## src/rtl/int_divider.sv

```systemverilog
// rtl/int_divider.sv - iterative signed restoring divider, one quotient bit per clock
module int_divider #(
   parameter int WIDTH = 32
) (
   input  logic             clk,
   input  logic             rst_n,
   input  logic             in_valid,
   output logic             in_ready,
   input  logic [WIDTH-1:0] dividend,
   input  logic [WIDTH-1:0] divisor,
   output logic             out_valid,
   input  logic             out_ready,
   output logic [WIDTH-1:0] quotient,
   output logic [WIDTH-1:0] remainder,
   output logic             div_by_zero,
   output logic             overflow
);

   localparam int CW = $clog2(WIDTH);

   typedef enum logic [1:0] {IDLE, CALC, FIX, DONE} state_t;

   state_t           state, next_state;
   logic [WIDTH-1:0] dvd;
   logic [WIDTH-1:0] dvs;
   logic [WIDTH:0]   prem;
   logic [CW-1:0]    cnt;
   logic             q_neg, r_neg;
   logic             accept, take, divisor_zero, trial_ok;
   logic [WIDTH+1:0] shifted, trial;
   logic [WIDTH-1:0] dividend_abs, divisor_abs;

   assign in_ready     = (state == IDLE);
   assign accept       = in_valid && in_ready;
   assign take         = out_valid && out_ready;
   assign divisor_zero = (divisor == '0);
   assign dividend_abs = dividend[WIDTH-1] ? -dividend : dividend;
   assign divisor_abs  = divisor[WIDTH-1]  ? -divisor  : divisor;

   // One spare top bit makes the trial difference's sign unambiguous
   assign shifted  = {prem, dvd[WIDTH-1]};
   assign trial    = shifted - {2'b00, dvs};
   assign trial_ok = ~trial[WIDTH+1];

   always_ff @(posedge clk) begin
      if (!rst_n) state <= IDLE;
      else        state <= next_state;
   end

   always_comb begin
      next_state = state;
      case (state)
         IDLE: if (accept) next_state = divisor_zero ? DONE : CALC;
         CALC: if (cnt == '0) next_state = FIX;
         FIX:  next_state = DONE;
         DONE: if (take) next_state = IDLE;
         default: next_state = IDLE;
      endcase
   end

   always_ff @(posedge clk) begin
      if (!rst_n) begin
         dvd         <= '0;
         dvs         <= '0;
         prem        <= '0;
         cnt         <= '0;
         q_neg       <= 1'b0;
         r_neg       <= 1'b0;
         out_valid   <= 1'b0;
         quotient    <= '0;
         remainder   <= '0;
         div_by_zero <= 1'b0;
         overflow    <= 1'b0;
      end else begin
         case (state)
            IDLE: begin
               if (accept) begin
                  dvd         <= dividend_abs;
                  dvs         <= divisor_abs;
                  q_neg       <= dividend[WIDTH-1] ^ divisor[WIDTH-1];
                  r_neg       <= dividend[WIDTH-1];
                  prem        <= '0;
                  cnt         <= CW'(WIDTH - 1);
                  div_by_zero <= divisor_zero;
                  overflow    <= 1'b0;
                  if (divisor_zero) begin
                     quotient  <= {dividend[WIDTH-1], {(WIDTH-1){~dividend[WIDTH-1]}}};
                     remainder <= dividend;
                  end
               end
            end
            CALC: begin
               prem <= trial_ok ? trial[WIDTH:0] : shifted[WIDTH:0];
               dvd  <= {dvd[WIDTH-2:0], trial_ok};
               if (cnt != '0) cnt <= cnt - CW'(1);
            end
            FIX: begin
               // A positive quotient with its MSB set is only reachable from MIN / -1
               if (!q_neg && dvd[WIDTH-1]) begin
                  quotient  <= {1'b0, {(WIDTH-1){1'b1}}};
                  remainder <= '0;
                  overflow  <= 1'b1;
               end else begin
                  quotient  <= q_neg ? -dvd : dvd;
                  remainder <= r_neg ? -prem[WIDTH-1:0] : prem[WIDTH-1:0];
               end
            end
            DONE: out_valid <= !take;
            default: out_valid <= 1'b0;
         endcase
      end
   end

endmodule

```

## config.mk

```make
export PLATFORM = sky130hd
export DESIGN_NAME = int_divider
export DESIGN_NICKNAME = d
export VERILOG_FILES = /design/src/rtl/int_divider.sv
export SDC_FILE = /design/constraint.sdc
export NUM_CORES = 1
export LEC_CHECK = 0
export ABC_AREA = 1
export BUFFER_PORTS_ARGS = -buffer_cell sky130_fd_sc_hd__buf_2
export CAP_MARGIN = 20
export CELL_PAD_IN_SITES_DETAIL_PLACEMENT = 1
export CELL_PAD_IN_SITES_GLOBAL_PLACEMENT = 1
export CORE_MARGIN = 2
export CORE_UTILIZATION = 43
export CTS_BUF_LIST = sky130_fd_sc_hd__clkbuf_8
export CTS_CLUSTER_SIZE = 12
export DETAILED_ROUTE_END_ITERATION = 6
export PLACE_DENSITY_LB_ADDON = 0.1
export RECOVER_POWER = 50
export SYNTH_ARGS = -nofsm -noshare
export SYNTH_HDL_FRONTEND = slang
export SYNTH_SLANG_ARGS = --single-unit
```

## constraint.sdc

```tcl
create_clock -name clk -period 2.6 [get_ports clk]
set_clock_uncertainty 0.15 [all_clocks]
set_input_delay 0.26 -clock clk [delete_from_list [all_inputs] [get_ports clk]]
set_output_delay 0.26 -clock clk [all_outputs]
set_load 0.01 [all_outputs]
```

* Yosys cells after proc, flatten, opt, wreduce, memory -nomap -nowiden
Cells that the tools add are included.
Word-level totals: register bits 173, latch bits 0, memory bits (writable) 0, bits in read-only memories 0, input bits 68, output and inout bits 68, word-level logic and storage cells 75, memories kept 0
Cells by class: add/subtract/negate cells 6, multiply operators 0, divide/modulo/power cells 0, $lt $le $gt $ge 0, equal/unequal tests 9, shifts and indexed selects 0, muxes and demuxes 28, bitwise gates (word level) 3, reduce and logical (&&, ||, !) cells 17
Operators by type and width (number):
- 32-bit two-way mux | 11
- 32-bit case mux with 2 select lines | 3
- 32-bit negator | 4
- 33-bit two-way mux | 2
- 33-bit case mux with 2 select lines | 1
- 34-bit by 32-bit subtractor with 34-bit output | 1
- 32-bit logical NOT | 1
- 3-bit AND reduction | 4
- 5-bit two-way mux | 2
- 5-bit case mux with 2 select lines | 1
- 2-bit two-way mux | 4
- 2-bit inequality test, second input constant | 4
- 2-bit case mux with 4 select lines | 1
- 5-bit logical NOT | 1
- 5-bit nonzero test | 1
- 5-bit by 1-bit subtractor with 5-bit output, second input constant | 1
- 2-bit equality test, second input constant | 2
- 2-bit by 1-bit inequality test with 1-bit output, second input constant | 2
- 2-bit AND reduction | 2
- 2-bit nonzero test | 2
- 1-bit logical AND | 3
- 2-bit by 1-bit equality test with 1-bit output, second input constant | 1
- 1-bit logical NOT | 2
- 2-bit logical NOT | 1
- 4 further kinds | 6

* Depth between registers and ports, before layout
word-level depth 4, mapped depth 18, mapped depth without buffers 17

* Least setup slack after synthesis
No wires, ideal clock.
path kind register to register, start reg prem[18], end reg prem[10], setup time 132 ps, arrival time 1894 ps, data required time 2318 ps, path slack 424 ps, cell stages (with the launch flop) 15, path buffers 1, period minus slack after synthesis 2176 ps, cells stage by stage dfxtp_1 ha_1 nand2_1 inv_1 nand2_1 nand2_1 a21oi_1 nor2_1 nor2_2 nand2_2 nand2_2 buf_2 nand3_1 nand3_1 a21oi_1
Between the ends: cells in the longest elaborated chain, start to end 3
Ends and longest elaborated chain:
- from (decl) | line 26 | logic [WIDTH:0] prem;
- from (signal assigned) | line 93 | prem <= trial_ok ? trial[WIDTH:0] : shifted[WIDTH:0];
- 34-bit by 32-bit subtractor with 34-bit output | line 42 | assign trial = shifted - {2'b00, dvs};
- 33-bit two-way mux | line 93
- 33-bit case mux with 2 select lines | line 75 | case (state)
No other way between the ends. A chain may end at the register's enable or synchronous reset.

* Final worst setup path
start reg prem[24], end reg prem[24]
The elaborated chain is that of the path after synthesis.

==> impl_metrics.csv <==
group,metric,value,unit
synth,ys_warn_count,0,
placed_design,io_buffers,135,
clock_network,cts_sinks,173,
clock_network,htree_num_levels,4,
global_routing,grt-ovfl-total,0,
route,highest_layer,"met4",
pwr,swShare,0.5686,
setup_path,critical_path.max_stage_delay,0.44,ns
global_routing,grt_pass1_vias,16228,
global_routing,grt_start_max_net_pins,89,
synth,avgSynthCellArea,5.934,um2
synth,yosysTopAreaCell,"dfxtp_1",
final_layout,nets,2562,
floorplan,row_count,64,
setup_path,crit_path_start_kind,"flop",
pwr,power_frac_clock,0.088,
placed_design,globalplace.congestion,0.9333,
synth,ys_seq_area_frac,0.2617,
clock_network,cts_root_buf,"clkbuf_8",
synth,syn_inst,2230,
pwr,pwr_density_cell,1447,nW/um2
pwr,p_comb_frac,0.731,
timing,finalHoldViolCount,0,
hold_path,hp-class,"in2reg",
synth,synth.distinct_cells,54,
floorplan,fp.coreArea,30430,um2
timing,finalSetupViolations,0,
synth,synth_fp_nets,2341,
setup_path,crit_chain,"ha_2, nand2_1, nor2_1, nand2_2, nor2_2, nand2_4, nand2_4, nand2_4, buf_12, nand3_1, nand3_1, a21oi_2",
timing,period_minus_slack,2.524,ns
route,drtIter0Drc,1124,
floorplan,start_util,0.4349,
final_layout,drive_gt1_frac,0.1299,
synth,synth-edff-count,0,
synth,async_reset_ff_frac,0,
clock_network,cts_max_path_buffers,2,
global_routing,grt_use_total,0.3413,
synth,ys_ff_latch,173,
run,cap_violations,0,
setup_path,crit_path_end_kind,"flop",
timing,slew_violations,0,
status,status,"complete, no violations",
clock_network,clkLatencyLatePin,0.53,ns
final_layout,multi_input_area,8527,um2
route,drt_wl_total,57.88,mm
floorplan,die_w,179.4,um
global_routing,grt_pass1_wl,88.09,mm
pwr,power.internal,10.11,mW
route,met1_length,24.51,mm
clock_network,cts.reportedPaths.clkPinSlew,0.10,ns
floorplan,pin_count,136,
synth,ys.flop_type,"dfxtp_1",
placed_design,dp_hpwl,43.57,mm
setup_path,crit_required,2.90,ns
route,via_count,16202,
floorplan,die_h,179.4,um
floorplan,die_area,32190,um2
placed_design,place_ws,-0.02138,ns
route,post_drt_wl_per_cell,20.24,um
route,ant_nets,0,
final_layout,antenna_cells,0,
final_layout,final_cells,2860,
pwr,pwr-share-seq,0.181,
timing,period_share,0.9708,
clock_network,cts_made_buffers,17,
setup_path,slowest_stage,"ha_2",
placed_design,placed_cells_incl_taps,2767,
setup_path,worst-path-buf-inv,1,
setup_path,crit_family,"simple AND/OR/NAND/NOR gates",
pwr,power.switching,13.33,mW
timing,setup_ws,0.07579,ns
timing,slew_headroom,0.3682,
pwr,peakVddDrop,0.9378,mV
route,drc,0,
timing,fmax,396.2,MHz
setup_path,crit_fanout,17,
route,met2_length,27.44,mm
final_layout,seq_area,3473,um2
timing,holdWs,0.01793,ns
synth,synthesis.area,13230,um2
setup_path,crit_top_cell,"nand2_4",
setup_path,arrival,2.82,ns
clock_network,cts_tree,"built",
setup_path,worstSetupPathType,"reg2reg",
route,wl_met3,2.734,mm
final_layout,syn_to_final_growth,22.48,%
route,drtPass1Iterations,6,
synth,synth_area_leaders,"dfxtp_1, nand2_1, a21oi_1, inv_1, nand3_1",
synth,synth_top_area_share,0.2617,
global_routing,antenna_found_initial,0,
pwr,p_leak,7.574,nW
final_layout,fill_cells,4314,
route,via_per_inst,5.665,
timing,tightest_slew,0.9477,ns
## registers in the layout (all words and copies together), names as in the netlist, 2 cells and up
register and cells:
dvd 32, quotient 32, cnt 5, state 2
dvs 32, remainder 32, prem 33
## layout make-up
type / instances / share of cell area
Multi-Input combinational cell: 1649 / 0.5261
Inverter: 311 / 0.07234
Clock buffer: 17 / 0.01444
Sequential cell: 173 / 0.2143
Timing Repair Buffer: 299 / 0.1317
Tap cell: 396 / 0.03057
Clock inverter: 15 / 0.01050
## worst paths after layout
path                 from  slack (ns)  cells after the start           end
min reg2reg  quotient[22]        0.32                      2  quotient[22]
max              prem[24]        0.08                     12      prem[24]
min           divisor[17]        0.02                      5       dvs[17]
max reg2reg      prem[24]        0.08                     12      prem[24]
## worst register-to-register path, delay by kind of cell (launching register included)
kind | cells | cell delay, ns
fa+ha+maj | 1 | 0.44
buf+inv | 1 | 0.16
compound gates | 1 | 0.17
simple gates | 9 | 1.14
flops | 1 | 0.41
## cells by family (layout without fill, tap and decap cells)
logic type,Yosys count,after routing,synth area share
compound gates,495,495,0.1973
fa+ha+maj,43,43,0.04123
flops,173,173,0.2617
simple gates,1063,1063,0.3481
xor+xnor,48,48,0.03177
buf+inv,408,642,0.1198
## power by group through the flow
stage	Clock [mW]	Combinational [mW]	Sequential (mW)
final	2.06	17.1	4.24
after global routing	2.17	19.0	4.32
after CTS	2.08	16.0	4.18
after detailed placement	0	15.9	4.23
after global placement	0	15.4	4.20
after floorplan	0	10.2	4.06
## metal layers
metal | vias up | track usage
li1 | 7751 | -
met1 | 7817 | 0.4237
met2 | 502 | 0.5790
met3 | 132 | 0.03687
met4 | 0 | 0.1873
met5 | - | 0
## cell usage after synthesis (3+ instances only)
cell / instances
nand2_2: 4
a31oi_1: 13
nand4_1: 31
nor4_1: 8
o31ai_1: 3
or2_2: 9
nand3b_1: 14
buf_2: 22
inv_1: 305
o22ai_1: 4
nor3_1: 35
xor2_1: 26
buf_6: 3
nor2_1: 174
nand3_1: 209
o211ai_1: 19
and2_1: 8
nand2_1: 548
xnor2_1: 22
dfxtp_1: 173
nor2_2: 8
ha_1: 42
a221oi_1: 5
nand3_2: 3
a21oi_1: 251
inv_2: 4
clkbuf_1: 69
o21ai_0: 186
## per-stage QoR
stage	util	power (mW)	setup TNS, ns	cell area (um2)
floorplan	-	14.25	0	13230
global placement	0.4885	19.64	0	14870
detailed placement	0.4885	20.11	-0.02138	14870
CTS	0.5176	22.30	0	15750
global route	0.5326	25.51	-0.8653	16210
finish	0.5326	23.45	0	16210
## repair_timing
action                     4_1_cts  5_1_grt
gates resized for setup          3       84
hold buffers                    47        0
buffers inserted                 0        7
hold endpoints to repair        50        0
gates cloned                     0        7
pin swaps                        0        7
setup endpoints to repair       13       95
## cells in the final DEF, fill, tap and decap left out, types with 7 or more instances in the layout
| master | instances |
|---|---|
| a31oi_1 | 13 |
| nor4_1 | 7 |
| and2_1 | 8 |
| nor2_1 | 163 |
| xnor2_1 | 22 |
| o21ai_0 | 185 |
| or2_2 | 9 |
| xor2_1 | 26 |
| a21oi_2 | 7 |
| dfxtp_1 | 165 |
| ha_1 | 30 |
| dlygate4sd3_1 | 47 |
| buf_12 | 7 |
| inv_2 | 10 |
| nand4_1 | 31 |
| nor3_1 | 31 |
| nand3b_1 | 14 |
| buf_4 | 101 |
| nand2_2 | 13 |
| o211ai_1 | 19 |
| clkbuf_8 | 17 |
| inv_1 | 299 |
| nand3_1 | 204 |
| a21oi_1 | 244 |
| clkbuf_1 | 70 |
| buf_2 | 65 |
| dfxtp_2 | 8 |
| nor2_2 | 14 |
| nand2_1 | 534 |
No activity file was read; power rests on OpenSTA's default activity.
